==> config.mk <==
export PLATFORM = sky130hd
export DESIGN_NAME = mem_arbiter
export DESIGN_NICKNAME = d
export VERILOG_FILES = /design/src/rtl/omega8_pkg.sv /design/src/rtl/mem_rr_pick.sv /design/src/rtl/mem_arbiter.sv
export SDC_FILE = /design/constraint.sdc
export NUM_CORES = 1
export LEC_CHECK = 0
export CORE_MARGIN = 2
export CORE_UTILIZATION = 30
export DETAILED_ROUTE_END_ITERATION = 8
export PLACE_DENSITY = 0.68
export RECOVER_POWER = 25
export SLEW_MARGIN = 15
export SYNTH_ARGS = -nofsm -noshare
export SYNTH_HDL_FRONTEND = slang
export SYNTH_SLANG_ARGS = --single-unit
==> constraint.sdc <==
create_clock -name clk -period 2.26 [get_ports clk]
set_clock_uncertainty 0.05 [all_clocks]
set_input_delay 0.339 -clock clk [delete_from_list [all_inputs] [get_ports clk]]
set_output_delay 0.339 -clock clk [all_outputs]
set_load 0.05 [all_outputs]
==> src/rtl/omega8_pkg.sv <==
// rtl/omega8_pkg.sv - shared types and constants for the omega8 memory arbiter
//
// Holds the arbiter state encoding, the requester port numbering and the
// port count used by mem_arbiter and mem_rr_pick.
package omega8_pkg;

  localparam int NPORT     = 3;

  localparam int PORT_IF   = 0;  // instruction fetch
  localparam int PORT_DATA = 1;  // CPU load/store
  localparam int PORT_DMA  = 2;  // external DMA master

  typedef enum logic [1:0] {
    IDLE = 2'd0,
    BUSY = 2'd1,
    DONE = 2'd2
  } arb_state_t;

endpackage

==> src/rtl/mem_rr_pick.sv <==
// rtl/mem_rr_pick.sv - combinational round-robin picker for three requesters
//
// Searches last+1, last+2, last+3 (mod 3) and returns the first requesting
// port as both a one-hot grant and an index. With no request the grant is 0.
//
// Ports:
//   req   in   NPORT  request vector, bit n = port n
//   last  in   2      index of the most recently served port
//   gnt   out  NPORT  one-hot winner (0 if no request)
//   idx   out  2      index of the winner (0 if no request)
module mem_rr_pick
  import omega8_pkg::*;
(
  input  logic [NPORT-1:0] req,
  input  logic [1:0]       last,
  output logic [NPORT-1:0] gnt,
  output logic [1:0]       idx
);

  int p;

  // Walk the search order backwards so the closest port after `last`
  // is the one that overwrites the result last.
  always_comb begin
    gnt = '0;
    idx = 2'd0;
    p   = 0;
    for (int k = NPORT; k >= 1; k--) begin
      p = (int'(last) + k) % NPORT;
      if (req[p]) begin
        gnt    = '0;
        gnt[p] = 1'b1;
        idx    = 2'(p);
      end
    end
  end

endmodule

==> src/rtl/mem_arbiter.sv <==
// rtl/mem_arbiter.sv - round-robin arbiter sharing one memory port between fetch, data and DMA
//
// One transaction at a time: IDLE picks a requester and latches its command,
// BUSY drives the memory port until ready or timeout, DONE shows the one-cycle
// done/err pulse and releases the grant.
//
// Ports:
//   clk          in   1      clock, rising edge
//   i_rst        in   1      asynchronous active-high reset
//   i_req        in   3      per-port request
//   i_we         in   3      per-port write enable
//   i_addr       in   3*AW   per-port address, port n at [n*AW +: AW]
//   i_wdata      in   3*DW   per-port write data, port n at [n*DW +: DW]
//   o_gnt        out  3      one-hot owner of the memory port
//   o_done       out  3      completion pulse to the owner
//   o_err        out  3      timeout pulse to the owner
//   o_rdata      out  DW     read data, valid with o_done
//   o_hold       out  1      CPU hold, high while DMA owns the port
//   o_mem_req    out  1      memory request
//   o_mem_we     out  1      memory write enable
//   o_mem_addr   out  AW     memory address
//   o_mem_wdata  out  DW     memory write data
//   i_mem_ready  in   1      memory completes the current request
//   i_mem_rdata  in   DW     memory read data, valid with i_mem_ready
module mem_arbiter
  import omega8_pkg::*;
#(
  parameter int AW      = 16,
  parameter int DW      = 8,
  parameter int TIMEOUT = 15
) (
  input  logic               clk,
  input  logic               i_rst,
  input  logic [NPORT-1:0]   i_req,
  input  logic [NPORT-1:0]   i_we,
  input  logic [NPORT*AW-1:0] i_addr,
  input  logic [NPORT*DW-1:0] i_wdata,
  output logic [NPORT-1:0]   o_gnt,
  output logic [NPORT-1:0]   o_done,
  output logic [NPORT-1:0]   o_err,
  output logic [DW-1:0]      o_rdata,
  output logic               o_hold,
  output logic               o_mem_req,
  output logic               o_mem_we,
  output logic [AW-1:0]      o_mem_addr,
  output logic [DW-1:0]      o_mem_wdata,
  input  logic               i_mem_ready,
  input  logic [DW-1:0]      i_mem_rdata
);

  // A zero TIMEOUT still needs a 1-bit counter to keep the logic legal.
  localparam int CW = (TIMEOUT > 0) ? $clog2(TIMEOUT + 1) : 1;
  localparam logic [CW-1:0] CNT_LIMIT = CW'(TIMEOUT);

  arb_state_t state, next_state;

  logic [NPORT-1:0] pick_gnt;
  logic [1:0]       pick_idx;
  logic [1:0]       last;
  logic             we_q;
  logic [AW-1:0]    addr_q;
  logic [DW-1:0]    wdata_q;
  logic [CW-1:0]    cnt;

  logic load, finish_ok, finish_to, cnt_inc;

  mem_rr_pick u_pick (
    .req  (i_req),
    .last (last),
    .gnt  (pick_gnt),
    .idx  (pick_idx)
  );

  always_ff @(posedge clk or posedge i_rst) begin
    if (i_rst) state <= IDLE;
    else       state <= next_state;
  end

  always_comb begin
    next_state = state;
    load       = 1'b0;
    finish_ok  = 1'b0;
    finish_to  = 1'b0;
    cnt_inc    = 1'b0;
    case (state)
      IDLE: begin
        if (|i_req) begin
          load       = 1'b1;
          next_state = BUSY;
        end
      end
      BUSY: begin
        // Ready is checked first so it wins over a simultaneous timeout.
        if (i_mem_ready) begin
          finish_ok  = 1'b1;
          next_state = DONE;
        end else if (TIMEOUT != 0 && cnt == CNT_LIMIT) begin
          finish_to  = 1'b1;
          next_state = DONE;
        end else begin
          cnt_inc = 1'b1;
        end
      end
      DONE:    next_state = IDLE;
      default: next_state = IDLE;
    endcase
  end

  always_ff @(posedge clk or posedge i_rst) begin
    if (i_rst) begin
      last    <= 2'(PORT_DMA);
      we_q    <= 1'b0;
      addr_q  <= '0;
      wdata_q <= '0;
      cnt     <= '0;
      o_gnt   <= '0;
      o_done  <= '0;
      o_err   <= '0;
      o_rdata <= '0;
      o_hold  <= 1'b0;
    end else begin
      o_done <= '0;
      o_err  <= '0;
      if (load) begin
        last    <= pick_idx;
        we_q    <= i_we[pick_idx];
        addr_q  <= i_addr[pick_idx*AW +: AW];
        wdata_q <= i_wdata[pick_idx*DW +: DW];
        cnt     <= '0;
        o_gnt   <= pick_gnt;
        o_hold  <= pick_gnt[PORT_DMA];
      end
      if (finish_ok) begin
        if (!we_q) o_rdata <= i_mem_rdata;
        o_done <= o_gnt;
      end
      if (finish_to) o_err <= o_gnt;
      if (cnt_inc && cnt != {CW{1'b1}}) cnt <= cnt + 1'b1;
      if (state == DONE) begin
        o_gnt  <= '0;
        o_hold <= 1'b0;
        cnt    <= '0;
      end
    end
  end

  // Memory command is only presented while BUSY; all zeros otherwise.
  assign o_mem_req   = (state == BUSY);
  assign o_mem_we    = o_mem_req & we_q;
  assign o_mem_addr  = o_mem_req ? addr_q  : '0;
  assign o_mem_wdata = o_mem_req ? wdata_q : '0;

endmodule
== Yosys cells after proc, flatten, opt, wreduce, memory -nomap -nowiden ==
Cells that the tools add are included.
Operators by class
  add/sub/neg operators: 4
  multiply operators: 0
  div/mod/pow operators: 3
  order comparisons: 7
  equality and inequality tests: 6
  shift-type cells: 2
  muxes and demuxes: 48
  bitwise operators: 2
  reduce and logical (&&, ||, !) cells: 10
Operators with widths (count)
  $ge 32x1->1 const B: 3
  $lt 32x4->1 const B: 3
  $mod 32x3->32 const B: 3
  $shiftx 48x7->16: 1
  $shiftx 24x6->8: 1
  $mux 1: 22
  $mux 3: 7
  $mux 16: 1
  $mux 2: 6
  $mux 4: 3
  $bmux 1 s2: 4
  $mux 8: 1
  $add 2x2->3 const B: 2
  $demux 1 s2: 3
  $add 4x1->4 const B: 1
  $eq 4x4->1 const B: 1
  $logic_and 1x1->1: 4
  $ne 4x4->1 const B: 1
  $pmux 2 s2: 1
  $reduce_and 2->1: 2
  $add 2x1->3 const B: 1
  $lt 2x3->1 const B: 1
  $ne 3x1->1 const B: 1
  $reduce_bool 3->1: 1
  other kinds (8): 8
Word-level totals
  flip-flop bits (word level): 51
  bits in latches: 0
  RAM bits: 0
  ROM bits: 0
  input bits: 89
  output and inout bits: 44
  logic and storage cells: 93
  memories: 0

== Logic depth before layout (Yosys ltp) ==
  depth after elaboration: 11
  mapped depth: 10
  depth with buffers taken out: 7

== Hierarchy ==
From an unflattened synthesis, not the netlist that was laid out.
Second synthesis, totals
  cell total of the unflattened synthesis: 251
  area, all modules: 2859.0 µm²
By module, submodules not included
  mem_arbiter: instances 1, cells each 215, area each 2611.3 µm², sequential area each 1252.5 µm²
  mem_rr_pick: instances 1, cells each 36, area each 247.7 µm², sequential area each 0.0 µm²

== Least setup slack after synthesis ==
No wires, ideal clock.
  path type: register to register
  start: reg last[1]
  end: reg addr_q[0]
  library setup time: 0.130 ns
  arrival: 2.082 ns
  data required time: 2.080 ns
  path slack: -0.002 ns
  cell stages (with the launch flop): 11
  path buffers: 3
  period minus slack after synthesis: 2.262 ns
  cells stage by stage: dfstp_2 -> inv_1 -> ha_1 -> buf_4 -> mux2i_1 -> o21a_1 -> o311ai_4 -> and2_4 -> buf_8 -> buf_12 -> o221ai_2
Between the ends
  word-level cells in the longest chain between the ends: 9
  elaborated cells on any way between the ends: 19
  those cells by class: add/sub: 3; div: 3; shift: 1; mux: 12
RTL lines
  start, declared: line mem_arbiter.sv:59  | logic [1:0] last;
  start signal, assigned: line mem_arbiter.sv:111  | last <= 2'(PORT_DMA);
  start signal, assigned: line mem_arbiter.sv:125  | last <= pick_idx;
  $add 2x2->3: line mem_rr_pick.sv:29  | p = (int'(last) + k) % NPORT;
  $mod 32x3->32: line mem_rr_pick.sv:29
  $bmux 1 s2: line mem_rr_pick.sv:30  | if (req[p]) begin
  $mux 1 (not written as such) (2 in series): line mem_rr_pick.sv:30
  $mux 2 (2 in series): line mem_rr_pick.sv:30
  $mux 2 (*): line mem_rr_pick.sv:30
  $shiftx 48x7->16 (*): line mem_arbiter.sv:127  | addr_q <= i_addr[pick_idx*AW +: AW];
  end signal, assigned: line mem_arbiter.sv:127
  end, declared: line mem_arbiter.sv:61  | logic [AW-1:0] addr_q;
Mark *: on every way between the ends. The rest lies on a longest branch, timed or not. The select of a mux whose other input is x is not followed.
A chain may end at the register's enable or synchronous reset.

== Final worst setup path ==
Ends and elaborated chain as after synthesis.

==> flow_summary.ini <==
[run_status]
status = finished, final reports clean

[power_and_ir_drop]
finalPower_w = 0.009688
leakage_nw = 2.083
power.density_nw_per_um2 = 1769
ir_worst_vdd_uv = 836.8

[synth]
yosys.area.top_type_share = 0.3668
synth_edf_count = 0
syn_inst = 348
ys.flop_type = dfrtp_1
yosys.area.top_type = dfrtp_1
yosysWarnings = 0
synth.avg_cell_area_um2 = 9.607
syn_area_um2 = 3343
synth_cell_type_count = 41
synth_fp_nets = 442
synth_area_leaders = dfrtp_1 (37%), o221ai_2 (9.0%), nand4b_1 (6.5%), nand3b_1 (6.1%), and2_1 (5.4%)
ys_ff_latch = 50
async_flop_share = 1.000
yosysSeqAreaShare = 0.3746

[worst_setup_path]
cp_max_fo = 29
reg2reg_to = addr_q[0]
critPathLaunchType = flip-flop
r2r_start = last[1]
cp-startpoint = last[1]
path_class = reg -> reg
crit_family = flip-flops
critPathBufInv = 2
worstPathCellList = ha_4 -> mux2_4 -> a221oi_2 -> buf_4 -> o21ai_4 -> buf_12 -> nand3b_1 -> o221ai_2
r2r_slack_ns = 0.01
crit_cells = 8
critPathCaptureType = flip-flop
cp_slowest_cell = dfstp_2
rr_worst_depth = 8
worstSetupEndpoint = addr_q[0]
max_stage_delay_ns = 0.58
worstPathArrival_ns = 2.39
required_ns = 2.40

[die]
pin_count = 133
start_util = 0.3084
rows = 38
die_w_um = 109.6
die_area_um2 = 12000
die_h_um = 109.6
core_um2 = 10840

[clocking]
clk_latency_ns = 0.30
clk_path_buf_depth = 2
cts_sinks = 50
clkSlewWorstSetupHoldPaths_ns = 0.10
h-tree-depth = 2
root_buffer = clkbuf_8
cts_buffers = 5
cts_tree = done

[global_routing]
grt_pass1_vias = 3431
met2_usage = 0.3011
grtUsageTotal = 0.1764
grt_max_degree = 54
use_met1 = 0.2222
antenna_found_initial = 0
grt_pass1_wl_mm = 16.74
grt.busiest_layer = met2
grt_use_met3 = 0.04031
grt_overflow = 0

[min_path]
holdPathStages = 1
hold_path_class = reg -> reg

[cells_and_area]
fillers = 994
multi_input_area_um2 = 1999
diodes = 0
final_util = 0.5053
drive_above_1_share = 0.2327
final_nets = 584
fin_cells = 630
seq_area_um2 = 1252
area_growth_pct = 63.85

[placement]
portBuffers = 132
gp_congestion = 0.8905
hpwl_mm = 7.812
dp_cells = 615

[flow_run]
max-cap-violations = 0

[routing]
drtIter0Drc = 147
wl_per_cell_um = 17.06
viasPerCell = 5.273
ant_nets = 0
drc_errors = 0
firstDrtPassIters = 5
wirelength_mm = 10.75
vias = 3322

[sta]
worst_pin_slew_ns = 0.9033
period_share = 0.9955
setup_viol = 0
slew_headroom = 0.3972
timing.hold.ws_ns = 0.4609
grt_setup_unrepaired = true
hold_viol = 0
fin_crit_ns = 2.250
finalSetupTns_ns = 0
fmax_ghz = 0.4445
slew_violations = 0
[kinds of logic (layout without fill, tap and decap cells)]
family	Yosys count	in the layout	share of synthesized area
AND/OR/NAND/NOR	144	144	0.2665
AO/OA/AOI/OAI	99	99	0.2339
flip-flops	50	50	0.3746
buffers and inverters	36	178	0.06026
multiplexers	13	13	0.04341
adder cells (fa/ha/maj)	5	5	0.01871
XOR/XNOR	1	1	0.002620
[cell usage after synthesis, types with 3 or more instances]
cell       n
nand2_1   11
o221ai_2  20
mux2_2     8
clkbuf_1  16
mux2i_1    4
nand3_1    5
dfrtp_1   49
ha_1       5
and2_1    29
nor3_1     3
o21ai_0   31
nor2_1    31
inv_1      7
nand4b_1  25
buf_2      6
buf_4      4
and3_1     3
nand2b_1   3
o221ai_1   6
a21oi_1   28
nand3b_1  27
o21ai_1    3
[registers in the layout, indices dropped and copies added, names as in the netlist]
name,flops
we_q,1
cnt,4
addr_q,16
wdata_q,8
o_rdata,8
o_done,3
last,2
state,2
o_err,3
o_gnt,3
[through the flow]
stage	worst slack, ns	instance area [um2]
floorplan	0.01933	3343
global placement	-0.1313	5194
detailed placement	-0.2038	5194
CTS	0.002331	5384
global route	-0.07243	5478
finish	0.01022	5478
[final cells by class]
cell class / count / share of cell area
flip-flops and latches: 50 / 0.2286
clock inverters: 2 / 0.002513
repair buffers: 164 / 0.3545
well taps: 140 / 0.03198
clock buffers: 5 / 0.01256
multi-input cells: 262 / 0.3650
inverters: 7 / 0.004797
[layout by cell type, fill, tap and decap left out, types with 2 or more instances in the layout]
cell type / instances
clkdlybuf4s50_1: 105
dfrtp_1: 49
buf_12: 32
nor2_1: 31
o21ai_0: 31
and2_1: 29
a21oi_1: 28
nand3b_1: 27
nand4b_1: 25
o221ai_2: 25
buf_4: 20
nand2_1: 11
mux2_2: 8
inv_1: 7
nand3_1: 5
clkbuf_8: 5
nor3_1: 3
mux2i_1: 3
and3_1: 3
buf_6: 3
nand2b_1: 2
nor2b_1: 2
o21ai_2: 2
o21a_1: 2
a221oi_1: 2
o21ai_1: 2
ha_1: 2
ha_4: 2
[where the power goes]
| group | total, W | leakage (nW) | internal (W) | switching (W) |
|---|---|---|---|---|
| Combinational | 0.00761 | 1.45 | 0.00346 | 0.00415 |
| Clock | 0.000522 | 0.0444 | 0.000215 | 0.000307 |
| Sequential | 0.00155 | 0.590 | 0.00129 | 0.000267 |
| Total | 0.00969 | 2.08 | 0.00496 | 0.00473 |
[how the worst min path moves through the flow]
stage / start / endpoint / slack [ns]
CTS: i_rst / wdata_q[6] / 0.34
global placement: last[1] / last[1] / 0.43
finish: cnt[2] / cnt[2] / 0.46
global route: o_rdata[1] / o_rdata[1] / 0.48
detailed placement: last[1] / last[1] / 0.43
floorplan: last[1] / last[1] / 0.41
[routing by layer]
layer	vias up	wire, um	share of wire
met5	-	0	0
met4	0	149	0.014
met3	14	824	0.077
met2	134	5204	0.48
met1	1598	4566	0.42
li1	1576	-	-
[what timing repair did]
item	CTS	global route
endpoints found under the setup margin	25	25
buffers inserted	4	2
endpoints found under the hold margin	0	0
resized for setup	10	10
cloned	1	1
pin swaps	4	5
hold buffers	0	0
(Power assumes the default switching activity.)
